==> config.mk <==
export PLATFORM = sky130hd
export DESIGN_NAME = decode_rf_pipe
export DESIGN_NICKNAME = d
export VERILOG_FILES = /design/src/rtl/decode_pkg.sv /design/src/rtl/rf_2r1w.sv /design/src/rtl/decode_rf_pipe.sv
export SDC_FILE = /design/constraint.sdc
export NUM_CORES = 2
export LEC_CHECK = 0
export BUFFER_PORTS_ARGS = -buffer_cell sky130_fd_sc_hd__clkbuf_2
export CORE_MARGIN = 3
export CORE_UTILIZATION = 55
export DETAILED_ROUTE_END_ITERATION = 16
export PLACE_DENSITY = 0.75
export SYNTH_ARGS = -nofsm -noshare
export SYNTH_HDL_FRONTEND = slang
export SYNTH_SLANG_ARGS = --single-unit
==> constraint.sdc <==
create_clock -name CLK -period 8 [get_ports CLK]
set_input_delay 1.6 -clock CLK [delete_from_list [all_inputs] [get_ports CLK]]
set_output_delay 1.6 -clock CLK [all_outputs]
set_load 0.05 [all_outputs]
==> src/rtl/decode_pkg.sv <==
// Shared widths and encodings for the decode/register-file stage.
package decode_pkg;

   localparam int unsigned DW_DEFAULT = 32;
   localparam int unsigned AW_DEFAULT = 5;
   localparam int unsigned IW_DEFAULT = 16;

   // IMD_SE encoding
   localparam logic EXT_ZERO = 1'b0;
   localparam logic EXT_SIGN = 1'b1;

   // REG_RD / REG_WR are active-low strobes
   localparam logic EN_ACTIVE = 1'b0;

endpackage

==> src/rtl/rf_2r1w.sv <==
// Two-read/one-write register file with combinational read, write-to-read bypass
// and optional hardwired-zero R0.
module rf_2r1w
   import decode_pkg::*;
#(
   parameter int unsigned DW      = DW_DEFAULT,
   parameter int unsigned AW      = AW_DEFAULT,
   parameter bit          ZERO_R0 = 1'b1
) (
   input  logic          clk_i,
   input  logic          rst_i,
   input  logic          we_i,
   input  logic [AW-1:0] waddr_i,
   input  logic [DW-1:0] wdata_i,
   input  logic [AW-1:0] raddr_a_i,
   input  logic [AW-1:0] raddr_b_i,
   output logic [DW-1:0] rdata_a_o,
   output logic [DW-1:0] rdata_b_o,
   output logic          wr_eff_o
);

   localparam int unsigned NumRegs = 2 ** AW;

   logic [DW-1:0] mem_q [NumRegs];
   logic          wr_eff;

   assign wr_eff   = we_i && !(ZERO_R0 && (waddr_i == '0));
   assign wr_eff_o = wr_eff;

   always_ff @(posedge clk_i) begin
      if (rst_i) begin
         for (int i = 0; i < NumRegs; i++) begin
            mem_q[i] <= '0;
         end
      end else if (wr_eff) begin
         mem_q[waddr_i] <= wdata_i;
      end
   end

   always_comb begin
      rdata_a_o = mem_q[raddr_a_i];
      if (ZERO_R0 && (raddr_a_i == '0)) begin
         rdata_a_o = '0;
      end else if (wr_eff && (waddr_i == raddr_a_i)) begin
         rdata_a_o = wdata_i;
      end
   end

   always_comb begin
      rdata_b_o = mem_q[raddr_b_i];
      if (ZERO_R0 && (raddr_b_i == '0)) begin
         rdata_b_o = '0;
      end else if (wr_eff && (waddr_i == raddr_b_i)) begin
         rdata_b_o = wdata_i;
      end
   end

endmodule

==> src/rtl/decode_rf_pipe.sv <==
// Decode stage: register file reads, immediate extension, stall-holding output
// registers and a pending-write scoreboard raising HAZARD on RAW dependencies.
module decode_rf_pipe
   import decode_pkg::*;
#(
   parameter int unsigned DW      = DW_DEFAULT,
   parameter int unsigned AW      = AW_DEFAULT,
   parameter int unsigned IW      = IW_DEFAULT,
   parameter bit          ZERO_R0 = 1'b1
) (
   input  logic          CLK,
   input  logic          RST,
   input  logic [AW-1:0] DIR_A,
   input  logic [AW-1:0] DIR_B,
   input  logic [AW-1:0] DIR_WRA,
   input  logic [DW-1:0] DI,
   input  logic          REG_RD,
   input  logic          REG_WR,
   input  logic [IW-1:0] IMD,
   input  logic          IMD_SE,
   input  logic          STALL,
   input  logic          PND_SET,
   input  logic [AW-1:0] DIR_PND,
   output logic [DW-1:0] DOA,
   output logic [DW-1:0] DOB,
   output logic [DW-1:0] IMD_EXT,
   output logic          VALID_OUT,
   output logic          HAZARD
);

   localparam int unsigned NumRegs = 2 ** AW;

   logic [DW-1:0]      rdata_a, rdata_b, imd_ext;
   logic               wr_eff, rd_en, hazard_now;
   logic [DW-1:0]      doa_d, doa_q, dob_d, dob_q, imd_d, imd_q;
   logic               valid_d, valid_q, hazard_d, hazard_q;
   logic [NumRegs-1:0] pend_d, pend_q;

   rf_2r1w #(
      .DW      (DW),
      .AW      (AW),
      .ZERO_R0 (ZERO_R0)
   ) u_rf (
      .clk_i     (CLK),
      .rst_i     (RST),
      .we_i      (REG_WR == EN_ACTIVE),
      .waddr_i   (DIR_WRA),
      .wdata_i   (DI),
      .raddr_a_i (DIR_A),
      .raddr_b_i (DIR_B),
      .rdata_a_o (rdata_a),
      .rdata_b_o (rdata_b),
      .wr_eff_o  (wr_eff)
   );

   assign rd_en   = (REG_RD == EN_ACTIVE);
   assign imd_ext = (IMD_SE == EXT_SIGN) ? {{(DW - IW){IMD[IW-1]}}, IMD}
                                         : {{(DW - IW){1'b0}}, IMD};

   // A source retired by this cycle's write is served by the bypass, so not hazardous.
   assign hazard_now = (pend_q[DIR_A] && !(wr_eff && (DIR_WRA == DIR_A)))
                    || (pend_q[DIR_B] && !(wr_eff && (DIR_WRA == DIR_B)));

   always_comb begin
      pend_d = pend_q;
      if (wr_eff) begin
         pend_d[DIR_WRA] = 1'b0;
      end
      if (PND_SET && !(ZERO_R0 && (DIR_PND == '0))) begin
         pend_d[DIR_PND] = 1'b1;
      end
   end

   always_comb begin
      doa_d    = doa_q;
      dob_d    = dob_q;
      imd_d    = imd_q;
      valid_d  = valid_q;
      hazard_d = hazard_q;
      if (!STALL) begin
         if (rd_en) begin
            doa_d    = rdata_a;
            dob_d    = rdata_b;
            imd_d    = imd_ext;
            valid_d  = 1'b1;
            hazard_d = hazard_now;
         end else begin
            valid_d  = 1'b0;
            hazard_d = 1'b0;
         end
      end
   end

   always_ff @(posedge CLK) begin
      if (RST) begin
         doa_q    <= '0;
         dob_q    <= '0;
         imd_q    <= '0;
         valid_q  <= 1'b0;
         hazard_q <= 1'b0;
         pend_q   <= '0;
      end else begin
         doa_q    <= doa_d;
         dob_q    <= dob_d;
         imd_q    <= imd_d;
         valid_q  <= valid_d;
         hazard_q <= hazard_d;
         pend_q   <= pend_d;
      end
   end

   assign DOA       = doa_q;
   assign DOB       = dob_q;
   assign IMD_EXT   = imd_q;
   assign VALID_OUT = valid_q;
   assign HAZARD    = hazard_q;

endmodule

==> metrics.cfg <==
[yosys]
yosys_warnings = 0
synth_edf_count = 1024
synth_top_cell_area_share_pct = 51.6
ys.flop_type = edfxtp_1
synth_cell_types = 59
synth_top_family_by_area = multiplexers
synth_fa_ha_area_share_pct = 0
syn_inst = 3968
netlist_area_sq_um = 59600
muxShareOfSynthArea_pct = 23.8
ys_ff_latch = 1139
async_flop_share_pct = 0
avgSynthCellArea_sq_um = 15.0
synth_compound_area_share_pct = 3.60
synth-simple-area-share_pct = 13.3
synth_area_leader_cell = edfxtp_1
synthXorXnorAreaFrac_pct = 0.147
yosysSeqAreaShare_pct = 55.5
synthTopCellsByArea = edfxtp_1 (52%), mux4_2 (21%), and2_1 (11%)

[setup_path]
r2r_cells = 5
cp.required_ns = 8.56
critical_path_class = primary input to flip-flop
r2r_end = DOB[2]$_SDFFE_PP0P_
path_max_fanout = 20
r2r_slack_ns = 5.79
crit_buf_inv = 2
cpMaxStageDelayCell = nand2_1
path_depth = 6
critPathCaptureType = flip-flop
r2r-start = u_rf.mem_q[3][2]$_SDFFCE_PN0P_
endpoint = u_rf.mem_q[2][19]$_SDFFCE_PN0P_
crit_path_max_incr_delay_ns = 0.82
worstPathArrival_ns = 4.79
crit_start = DIR_WRA[1]
path_cells = clkbuf_2 -> nor2b_1 -> nand2_1 -> nor2_4 -> buf_4 -> and2_1
crit_family = simple AND/OR/NAND/NOR gates
cp-start-kind = primary input

[global_routing]
antenna_found_initial = 25
grt_pass1_wl_microns = 275000
grt_overflow_total = 0
first_global_vias = 38671
grt_util_all_layers_pct = 34.4
grt_max_degree = 141

[cells_and_area]
most-common-layout-cells = edfxtp_1 (1,024), and2_1 (1,004), mux4_2 (566)
final_common_cell = edfxtp_1
fillers = 7855
num-nets-final = 4033
areaGrowthSynthToFinish_pct = 9.65
drive_gt1_share_pct = 28.0
fin_util_pct = 60.9

[routing]
finalWirelength_microns = 193000
drt_iter0_drc = 7064
via_per_inst = 7.11
dr.pass1.iters = 5
wl_per_cell_microns = 35.3
vias = 38933
post-route-drc-count = 0
ant_nets = 0

[sta]
max_freq_mhz = 236
min_period_ns = 4.23
rsz0062_at_grt = no
slew_violations = 0
worst_clock_skew_ns = 0.0230
tightest_slew_ns = 1.20
setup-tns-final_ns = 0
period_share_pct = 52.9
fin_ws_ns = 3.77
hold_viol_final = 0
setup_viol = 0
maxSlewHeadroom_pct = 19.6

[power_and_ir_drop]
p_leak_nw = 22.5
p_sw_mw = 3.57
pwr_density_cell_nw_per_um2 = 217
pwr-share-seq_pct = 49.5
ir_drop_uv = 191
p_clk_share_pct = 38.4
switching_share_pct = 25.1
combinationalPowerShare_pct = 12.1
power.internal_mw = 10.6

[die]
num_rows = 120
start_util_pct = 55.5
pin_count = 173
dieHeight_microns = 335
coreArea_sq_um = 107000
fp.dieW_microns = 335
die_area_sq_um = 112000

[clocking]
clk_pin_slew_ns = 0.06
cts_sinks = 1139
ctsHtreeMaxLevel = 3
clock_path_buffers = 3
clock-root-buffer = clkbuf_16
clk_latency_ns = 0.71
post-cts-setup-buffers = 0
cts-resized-gates = 0
cts_buffers = 117
cts_tree = done
ctsHoldBuffers = 0

[placed_design]
portBuffers = 172
gp_congestion = 0.958
pre_cts_slack_ns = 3.23
hpwl_microns = 107000

[worst_hold_path]
hold-path-cell-count = 2
min-delay-path-class = flip-flop to flip-flop

[status]
status = finished clean

[run]
drv_cap = 0

==> cell families after synthesis <==
family          count (synthesis)
mux                           706
compound gates                296
simple gates                 1356
buf+inv                       460
flops                        1139
xor+xnor                       10
other cells                     1
==> how the worst min path moves through the flow <==
stage,start,to,slack (ns)
after floorplan,pend_q[0]$_SDFF_PP0_,pend_q[0]$_SDFF_PP0_,0.45
after global placement,IMD_EXT[14]$_SDFFE_PP0P_,IMD_EXT[14]$_SDFFE_PP0P_,0.44
after detailed placement,IMD_EXT[14]$_SDFFE_PP0P_,IMD_EXT[14]$_SDFFE_PP0P_,0.45
after CTS,IMD_EXT[14]$_SDFFE_PP0P_,IMD_EXT[14]$_SDFFE_PP0P_,0.46
after global routing,IMD_EXT[14]$_SDFFE_PP0P_,IMD_EXT[14]$_SDFFE_PP0P_,0.47
final,IMD_EXT[14]$_SDFFE_PP0P_,IMD_EXT[14]$_SDFFE_PP0P_,0.45
==> routing by layer <==
layer,part of all wire [%],GRT usage [%],up-vias
li1,-,-,15182
met1,34,46.0,19634
met2,45,51.0,3491
met3,15,10.6,614
met4,6.0,18.1,12
met5,0.038,0,-
==> through the flow <==
| stage | power (mW) | std cells | hold WS, ns | instance area, sq um |
|---|---|---|---|---|
| after global placement | 8.77 | 5242 | 0.443 | 61500 |
| after global routing | 14.5 | 5464 | 0.472 | 65300 |
| after CTS | 14.1 | 5462 | 0.456 | 65300 |
| after detailed placement | 8.81 | 5242 | 0.448 | 61500 |
| after floorplan | 8.19 | 3999 | 0.451 | 59700 |
| final | 14.2 | 5475 | 0.454 | 65400 |
==> cell type report <==
class / count / area, sq um / area share (%)
Clock inverter: 58 / 500 / 0.766
Sequential cell: 1139 / 33100 / 50.6
Timing Repair Buffer: 267 / 1710 / 2.62
Multi-Input combinational cell: 2400 / 24900 / 38.1
Inverter: 33 / 124 / 0.190
Antenna cell: 13 / 32.5 / 0.0498
Clock buffer: 162 / 3290 / 5.04
Tap cell: 1403 / 1760 / 2.69
==> Yosys cell counts, drive strengths merged (11+ instances only) <==
library cell,count
o31ai,13
inv,32
o22ai,47
edfxtp,1024
mux4,566
nor2,58
buf,146
mux2,46
dfxtp,115
nor2b,27
a21oi,39
o221ai,11
mux2i,94
a2111oi,11
clkbuf,281
nand2,127
and2,1004
o22a,11
o211ai,22
o41ai,12
nand3,89
a211o,24
a22oi,64
nor3,18
o21ai,25
==> worst reg2reg max path, stage by stage, from the launching register on <==
cell and delay (ns):
edfxtp_1 0.41, mux4_2 0.50, mux2_2 0.31, nor2b_1 0.14
a2111oi_0 0.55, o41ai_1 0.16
==> sequential cells by signal, indices dropped and copies added (netlist names) <==
register / flops
DOA: 32
DOB: 32
HAZARD: 1
IMD_EXT: 17
VALID_OUT: 1
pend_q: 32
u_rf.mem_q: 1024
==> power by group through the flow <==
stage,sequential (mW),clock (mW),combinational (mW)
floorplan,7.14,0,1.05
global placement,7.11,0,1.66
detailed placement,7.13,0,1.68
CTS,7.01,5.46,1.68
global route,7.05,5.69,1.76
finish,7.03,5.45,1.71
(Power assumes the default switching activity.)
